**src/rtl/and_chain_pkg.sv**
```systemverilog
// Shared types and constants for the serial AND-chain sequencer.
// Holds the FSM state encoding, the legal range of N and the index-width helper.
package and_chain_pkg;

    // Legal range of the number of AND inputs
    localparam int unsigned N_MIN = 2;
    localparam int unsigned N_MAX = 16;

    // Default chain length and its stage-index width
    localparam int unsigned N_DEFAULT     = 4;
    localparam int unsigned IDX_W_DEFAULT = $clog2(N_DEFAULT);

    typedef enum logic [1:0] {
        IDLE = 2'd0,
        RUN  = 2'd1,
        DONE = 2'd2
    } state_t;

    // Width of the stage index for an n-input chain
    function automatic int unsigned idx_width(input int unsigned n);
        return $clog2(n);
    endfunction

endpackage

```
**src/rtl/and_chain_seq_if.sv**
```systemverilog
// Request/response bundle between a requester and the AND-chain sequencer.
//   start   : request, taken only when the sequencer is idle
//   din     : N operands, captured with the accepted request
//   busy    : stages are being evaluated
//   done    : one-cycle pulse, result and partial are valid
//   partial : running products, partial[k] = din[0] & ... & din[k+1]
//   result  : AND of all captured operands
interface and_chain_seq_if
    import and_chain_pkg::*;
#(
    parameter int unsigned N = N_DEFAULT
);
    logic         start;
    logic [N-1:0] din;
    logic         busy;
    logic         done;
    logic [N-2:0] partial;
    logic         result;

    modport master (
        output start, din,
        input  busy, done, partial, result
    );

    modport slave (
        input  start, din,
        output busy, done, partial, result
    );
endinterface

```
**src/rtl/and2_stage.sv**
```systemverilog
// The single shared 2-input AND resource used by every stage of the chain.
//   a, b : operands (running product and the next captured operand)
//   y    : a & b, combinational
module and2_stage (
    input  logic a,
    input  logic b,
    output logic y
);
    assign y = a & b;
endmodule

```
**src/rtl/and_chain_seq.sv**
```systemverilog
// Serial N-input AND chain: one stage per clock through a shared AND gate,
// exposing every partial product under a start/busy/done handshake.
//   clk  : rising-edge clock
//   rst  : synchronous active-high reset
//   bus  : slave side of and_chain_seq_if (start, din in; busy, done, partial, result out)
// Parameters: N (2..16) inputs; EARLY_EXIT stops on the first zero product.
module and_chain_seq
    import and_chain_pkg::*;
#(
    parameter int unsigned N          = N_DEFAULT,
    parameter bit          EARLY_EXIT = 1'b0
) (
    input  logic           clk,
    input  logic           rst,
    and_chain_seq_if.slave bus
);
    localparam int unsigned IDX_W = idx_width(N);
    localparam int unsigned PW    = N - 1;
    localparam logic [IDX_W-1:0] LAST_IDX = IDX_W'(N - 1);

    if (N < N_MIN || N > N_MAX) begin : g_n_range_err
        $error("and_chain_seq: N must lie in 2..16");
    end

    state_t           state;
    logic [N-1:0]     op;
    logic             acc;
    logic [IDX_W-1:0] idx;
    logic             s;

    // Shared stage: running product AND the operand selected by idx
    and2_stage u_and2 (
        .a (acc),
        .b (op[idx]),
        .y (s)
    );

    // Sequencer FSM with operand, accumulator and output registers
    always_ff @(posedge clk) begin
        if (rst) begin
            state       <= IDLE;
            op          <= '0;
            acc         <= 1'b0;
            idx         <= '0;
            bus.busy    <= 1'b0;
            bus.done    <= 1'b0;
            bus.partial <= '0;
            bus.result  <= 1'b0;
        end else begin
            bus.done <= 1'b0;
            case (state)
                IDLE: begin
                    if (bus.start) begin
                        op          <= bus.din;
                        acc         <= bus.din[0];
                        idx         <= IDX_W'(1);
                        bus.partial <= '0;
                        bus.result  <= 1'b0;
                        bus.busy    <= 1'b1;
                        state       <= RUN;
                    end
                end
                RUN: begin
                    acc <= s;
                    // Each partial bit is written exactly once per run, so OR-in is enough
                    bus.partial <= bus.partial | (PW'(s) << (idx - IDX_W'(1)));
                    if (idx == LAST_IDX || (EARLY_EXIT && !s)) begin
                        bus.result <= s;
                        bus.busy   <= 1'b0;
                        bus.done   <= 1'b1;
                        state      <= DONE;
                    end else begin
                        idx <= idx + IDX_W'(1);
                    end
                end
                DONE: begin
                    state <= IDLE;
                end
                default: begin
                    state <= IDLE;
                end
            endcase
        end
    end
endmodule

```
**src/flat_wrapper.sv**
```systemverilog
// flat-port wrapper written by rule: the top's interface ports become plain ports
module and_chain_seq_flat import and_chain_pkg::*;
#(
    parameter int unsigned N          = N_DEFAULT,
    parameter bit          EARLY_EXIT = 1'b0
)
  (clk, rst, bus_start, bus_din, bus_busy, bus_done, bus_partial, bus_result);
  and_chain_seq_if #(.N(N)) bus_i ();
  input  logic clk;
  input  logic rst;
  input wire logic [$bits(bus_i.start)-1:0] bus_start;
  input wire logic [$bits(bus_i.din)-1:0] bus_din;
  output wire logic [$bits(bus_i.busy)-1:0] bus_busy;
  output wire logic [$bits(bus_i.done)-1:0] bus_done;
  output wire logic [$bits(bus_i.partial)-1:0] bus_partial;
  output wire logic [$bits(bus_i.result)-1:0] bus_result;
  assign bus_i.start = bus_start;
  assign bus_i.din = bus_din;
  assign bus_busy = bus_i.busy;
  assign bus_done = bus_i.done;
  assign bus_partial = bus_i.partial;
  assign bus_result = bus_i.result;
  and_chain_seq #(.N(N), .EARLY_EXIT(EARLY_EXIT)) u_core (.clk(clk), .rst(rst), .bus(bus_i));
endmodule
```
**config.mk**
```make
export PLATFORM = sky130hd
export DESIGN_NAME = and_chain_seq_flat
export DESIGN_NICKNAME = d
export VERILOG_FILES = /design/src/rtl/and_chain_pkg.sv /design/src/rtl/and_chain_seq_if.sv /design/src/rtl/and2_stage.sv /design/src/rtl/and_chain_seq.sv /design/src/flat_wrapper.sv
export SDC_FILE = /design/constraint.sdc
export NUM_CORES = 1
export LEC_CHECK = 0
export CAP_MARGIN = 20
export CORE_MARGIN = 2
export CORE_UTILIZATION = 45
export DETAILED_ROUTE_END_ITERATION = 16
export HOLD_SLACK_MARGIN = 0.1
export PLACE_DENSITY = 0.7
export SLEW_MARGIN = 20
export SYNTH_ARGS = -nofsm -noshare
export SYNTH_HDL_FRONTEND = slang
export SYNTH_SLANG_ARGS = --single-unit
```
**constraint.sdc**
```tcl
create_clock -name clk -period 3.1 [get_ports clk]
set_clock_uncertainty 0.1 [all_clocks]
set_input_delay 0.62 -clock clk [delete_from_list [all_inputs] [get_ports clk]]
set_output_delay 0.62 -clock clk [all_outputs]
set_load 0.02 [all_outputs]
```
# Word level (Yosys, flattened, before mapping)

Index checks and enable logic that the tools add are counted.

Logic and storage cells: 46
Input port bits: 7
Output and inout bits: 6
Bits in registers: 15

$add $sub $neg: 2
Bitwise operators: 3
Eq/ne operators: 5
Shifts and indexed selects: 1
Reductions and logical operators: 8
$lt $le $gt $ge: 1
Mux-type cells: 18

Operators by type and width:

| kind                                                                    | count |
|---|---|
| 2-bit case mux with 2 select lines                                      | 2 |
| 1-bit two-way mux                                                       | 7 |
| 2-bit two-way mux                                                       | 3 |
| 1-bit case mux with 2 select lines                                      | 3 |
| 3-bit case mux with 2 select lines                                      | 1 |
| 2-bit AND reduction                                                     | 3 |
| 3-bit AND reduction                                                     | 2 |
| 2-bit inequality test, second input constant                            | 2 |
| 2-bit by 3-bit < comparator with 1-bit output, second input constant    | 1 |
| 3-bit two-way mux                                                       | 1 |
| 3-bit OR                                                                | 1 |
| 1-bit by 2-bit << shifter with 3-bit output                             | 1 |
| 2-bit by 1-bit adder with 2-bit output, second input constant           | 1 |
| 1-bit binary-select mux with 2-bit select                               | 1 |
| 2-bit by 1-bit equality test with 1-bit output, second input constant   | 1 |
| 2-bit equality test, second input constant                              | 1 |
| 2-bit zero test                                                         | 1 |
| 2-bit by 1-bit inequality test with 1-bit output, second input constant | 1 |
| 2-bit nonzero test                                                      | 1 |
| 2-bit OR reduction                                                      | 1 |
| 2-bit by 1-bit subtractor with 2-bit output, second input constant      | 1 |
| 1-bit AND                                                               | 1 |
| 1-bit inverter                                                          | 1 |

# Depth between registers and ports, before layout

Depth after elaboration: 6
Gate-level depth with buffers: 4
Mapped depth without buffers: 4

# Hierarchy

A second synthesis with hierarchy kept.

Cells, all modules: 63
Area, all modules: 623.1 µm²

By module, submodules not included:

| module        | area an instance (µm²) | cells each | sequential area each (µm²) | instances |
|---|---|---|---|---|
| and_chain_seq | 616.8                  | 62         | 300.3                      | 1 |
| and2_stage    | 6.3                    | 1          | 0.0                        | 1 |

# Worst setup path after synthesis

OpenSTA, ideal clock, no wires.

Kind: input to register
From: in bus_start
To: reg u_core.op[0]
Stages on the path: 3
Buffers on the path: 0
Arrival: 1.174 ns
Setup slack: 1.699 ns
Setup time: 0.128 ns
Required time: 2.872 ns
Path through: nor3b_4 mux2i_1 nor2_1

Cells in the longest elaborated chain, start to end: 1

RTL lines:

| item                          | RTL line            | text |
|---|---|---|
| start: declaration            | flat_wrapper.sv:11  | `input wire logic [$bits(bus_i.start)-1:0] bus_start;` |
| 2-bit AND reduction (no line) | --                  |  |
| end signal: assignment        | and_chain_seq.sv:54 | `op <= bus.din;` |
| end: declaration              | and_chain_seq.sv:26 | `logic [N-1:0] op;` |

Every way passes these cells.
A chain may end at the register's enable or synchronous reset.

# Worst setup path in the final report

From: reg u_core.bus.partial[0]
To: out bus_partial[0]

RTL lines:

| item                     | RTL line               | text |
|---|---|---|
| start: declaration       | and_chain_seq_if.sv:27 | `output busy, done, partial, result` |
| start signal: assignment | and_chain_seq.sv:66    | `bus.partial <= bus.partial \| (PW'(s) << (idx - IDX_W'(1)));` |
| end: declaration         | flat_wrapper.sv:15     | `output wire logic [$bits(bus_i.partial)-1:0] bus_partial;` |

No word-level cell between the ends.

==> run metrics <==
Post-Synth XOR/XNOR Area 0%; root buffer selected by CTS clkbuf_4; latest clock arrival within the worst-skew pair 0.28 ns; count of buffers from port buffering 12; dominant delay contributor by cell family on the critical path buffers and inverters; number of buffers created by CTS 3; post-CTS setup buffer count 0; via density per instance 5.39; pwr dens 445 nW/um2; sequential cell area fraction in the yosys report ~43%; final number of hold-violating endpoints 0; top cells by area in the synthesized netlist dfxtp_1, mux2i_1, nor2_1, o2bb2ai_1, nor3b_4; EDFF count, synth 0; Layout Cells excl Fill 100; highest fanout seen on the critical path 2; worst relative slew slack ~75%; distinct cell type count after synthesis 29; number of placed instances with taps included 96; horizontal die dimension 43.4 um; antenna viol nets, final 0; number of nets at the end of the flow 93; wire length reported by the detailed router 1260 um; adder and majority gate portion of the synthesized area about 1.8%; fraction of post-synthesis cell area in the top cell type by area between 40% and 50%; synthesis-stage register bit count 15; number of inserted diodes 0; launch point of the worst path u_core.bus.partial[0]; last element of the critical path bus_partial[0]; TNS Setup 0 ns; worst r2r dst u_core.idx[0]; Site Rows 14; result of the run completed; largest family of logic cells by synthesized area simple AND/OR/NAND/NOR gates; startpoint type of the worst setup path flop; Data arrival, critical path 1.23 ns; synthesized-area fraction occupied by and/or/nand/nor cells 22.4%; register clock-pin slew on the reported worst setup and hold paths ~0.090 ns; pin count of the biggest net entering global routing 13; leakage component of the power just over 0.3 nW; height of the chip 43.4 um; Floorplan Core Area between 1000 and 1500 um2; number of nets produced by synthesis 79; Critical Path End Type primary output; Buf+Inv Stages, Crit Path 1; gate count after technology mapping 71; Worst Reg-to-Reg Cells 4; global-route usage over all layers around 16%; drt first-iter violations 7; # hold bufs at CTS 0; async set-or-reset flop fraction in the synthesized netlist 0%; Tightest Pin Transition between 0.3 and 0.4 ns; most frequent cells in the layout dfxtp_1, clkdlybuf4s50_1, nor2_1; Crit Path Category flop to primary output; maximum root-to-sink buffer count 2; Initial Utilization about 47%; Max Transition Viols Final 0; highest-delay cell along the critical path clkdlybuf4s50_1; ratio of cells with drive above 1 in the final layout 13.1%; worst setup slack for register-to-register paths ~1.6 ns; Synth-to-Final Area Change 20.8%; multiplexer share of the synthesized area 8.60%; Synth Cell Area about 700 um2; cell depth of the worst setup path 1; TritonCTS clock tree built; final worst path period share 62.8%; Max Cap Violations 0; DP Wirelength a little under 1000 um; most frequent standard cell in the layout excluding fill and tap cells dfxtp_1; Critical Path RT approximately 2.4 ns; time the worst path needs with I/O delays and setup 1.95 ns; vias in the first global route 522; largest stage delay on the critical path between 0.6 and 0.7 ns; clock sink count 15; final cell utilization of the core approximately 57%; count of pins on the block boundary 13; cell accounting for the most synthesized area dfxtp_1; Setup WS pre-CTS 1.04 ns; grt ovf 0; Post-route DRC 0; post-cts sizing count 0; antenna violations before repair 0; detailed-route via count ~540; total number of H-tree levels 1; average detailed-routed wire length per instance around 13 um; wire length of the first global-routing pass around 2300 um; area of the die 1880 um2; launch point of the worst reg-to-reg path u_core.idx[0]; compound-cell area share of the yosys netlist between 10% and 20%; maximum vdd ir drop around 0.00024 V; cell-by-cell listing of the critical path clkdlybuf4s50_1; ys flop type dfxtp_1; crit path setup slack, layout 1.15 ns; mean area per synthesized cell about 10 um2; unrepaired setup endpoints after global routing false; Worst Hold Class flop to flop; Finish-stage setup viols 0; upper clock frequency limit between 0.5 and 0.6 GHz; gp weighted congestion around 0.74; Synth warnings 0; Detailed Routing Iterations Pass 1 3
==> sequential cells by signal (all words and copies together) (netlist names) <==
| register | cells |
|---|---|
| u_core.state | 2 |
| u_core.bus.done | 1 |
| u_core.acc | 1 |
| u_core.op | 4 |
| u_core.idx | 2 |
| u_core.bus.result | 1 |
| u_core.bus.busy | 1 |
| u_core.bus.partial | 3 |
==> worst min-delay path by stage <==
stage                            endpoint                  start  cells after the start
finish              u_core.bus.partial[1]  u_core.bus.partial[1]                      1
global route        u_core.bus.partial[1]  u_core.bus.partial[1]                      1
CTS                 u_core.bus.partial[2]  u_core.bus.partial[2]                      1
detailed placement  u_core.bus.partial[2]  u_core.bus.partial[2]                      1
global placement    u_core.bus.partial[1]  u_core.bus.partial[1]                      1
floorplan                    u_core.op[0]           u_core.op[0]                      2
==> Yosys cell counts, drive strengths merged (3+ instances only) <==
cell	n
a21oi	3
buf	3
dfxtp	15
inv	3
mux2i	6
nand2	4
nor2	7
nor3b	4
o21ai	3
o2bb2ai	3
==> power by group <==
group	switching (mW)	leakage, nW	internal, mW
clock	0.0614	0.0177	0.0478
sequential	0.0108	0.123	0.202
combinational	0.0239	0.163	0.0302
==> worst reg2reg max path, delay by kind of cell (launching register included) <==
family,cells,cell delay (ns)
adders and majority gates,1,0.28
AOI/OAI and AO/OA,2,0.37
DFF,1,0.51
and+or+nand+nor,1,0.12
==> metrics by stage <==
stage          total power [mW]  hold slack, ns  area [um2]
2_1_floorplan             0.254           0.360         698
3_3_place_gp              0.270           0.350         816
3_5_place_dp              0.271           0.363         816
4_1_cts                   0.383           0.388         843
5_1_grt                   0.397           0.397         843
6_report                  0.376           0.382         843
==> routing by layer <==
| layer | global-route usage, % | routed length, um | up-vias |
|---|---|---|---|
| met5 | 0 | 0 | - |
| met4 | 7.27 | 12 | 0 |
| met3 | 3.75 | 47 | 2 |
| met2 | 27.8 | 615 | 9 |
| met1 | 19.6 | 588 | 250 |
| li1 | - | - | 278 |
==> cell families after synthesis <==
group                      after synthesis
AOI/OAI and AO/OA                       17
adders and majority gates                1
and+or+nand+nor                         25
DFF                                     15
muxes                                    6
buffers and inverters                    7
==> area by class of cell <==
class,instances,area (um2)
Tap cell,16,20.0
Fill cell,148,628
Timing Repair Buffer,13,128
Inverter,3,11.3
Clock buffer,3,22.5
Sequential cell,15,300
Multi-Input combinational cell,49,357
Clock inverter,1,5.00
No activity file was read; power rests on OpenSTA's default activity.
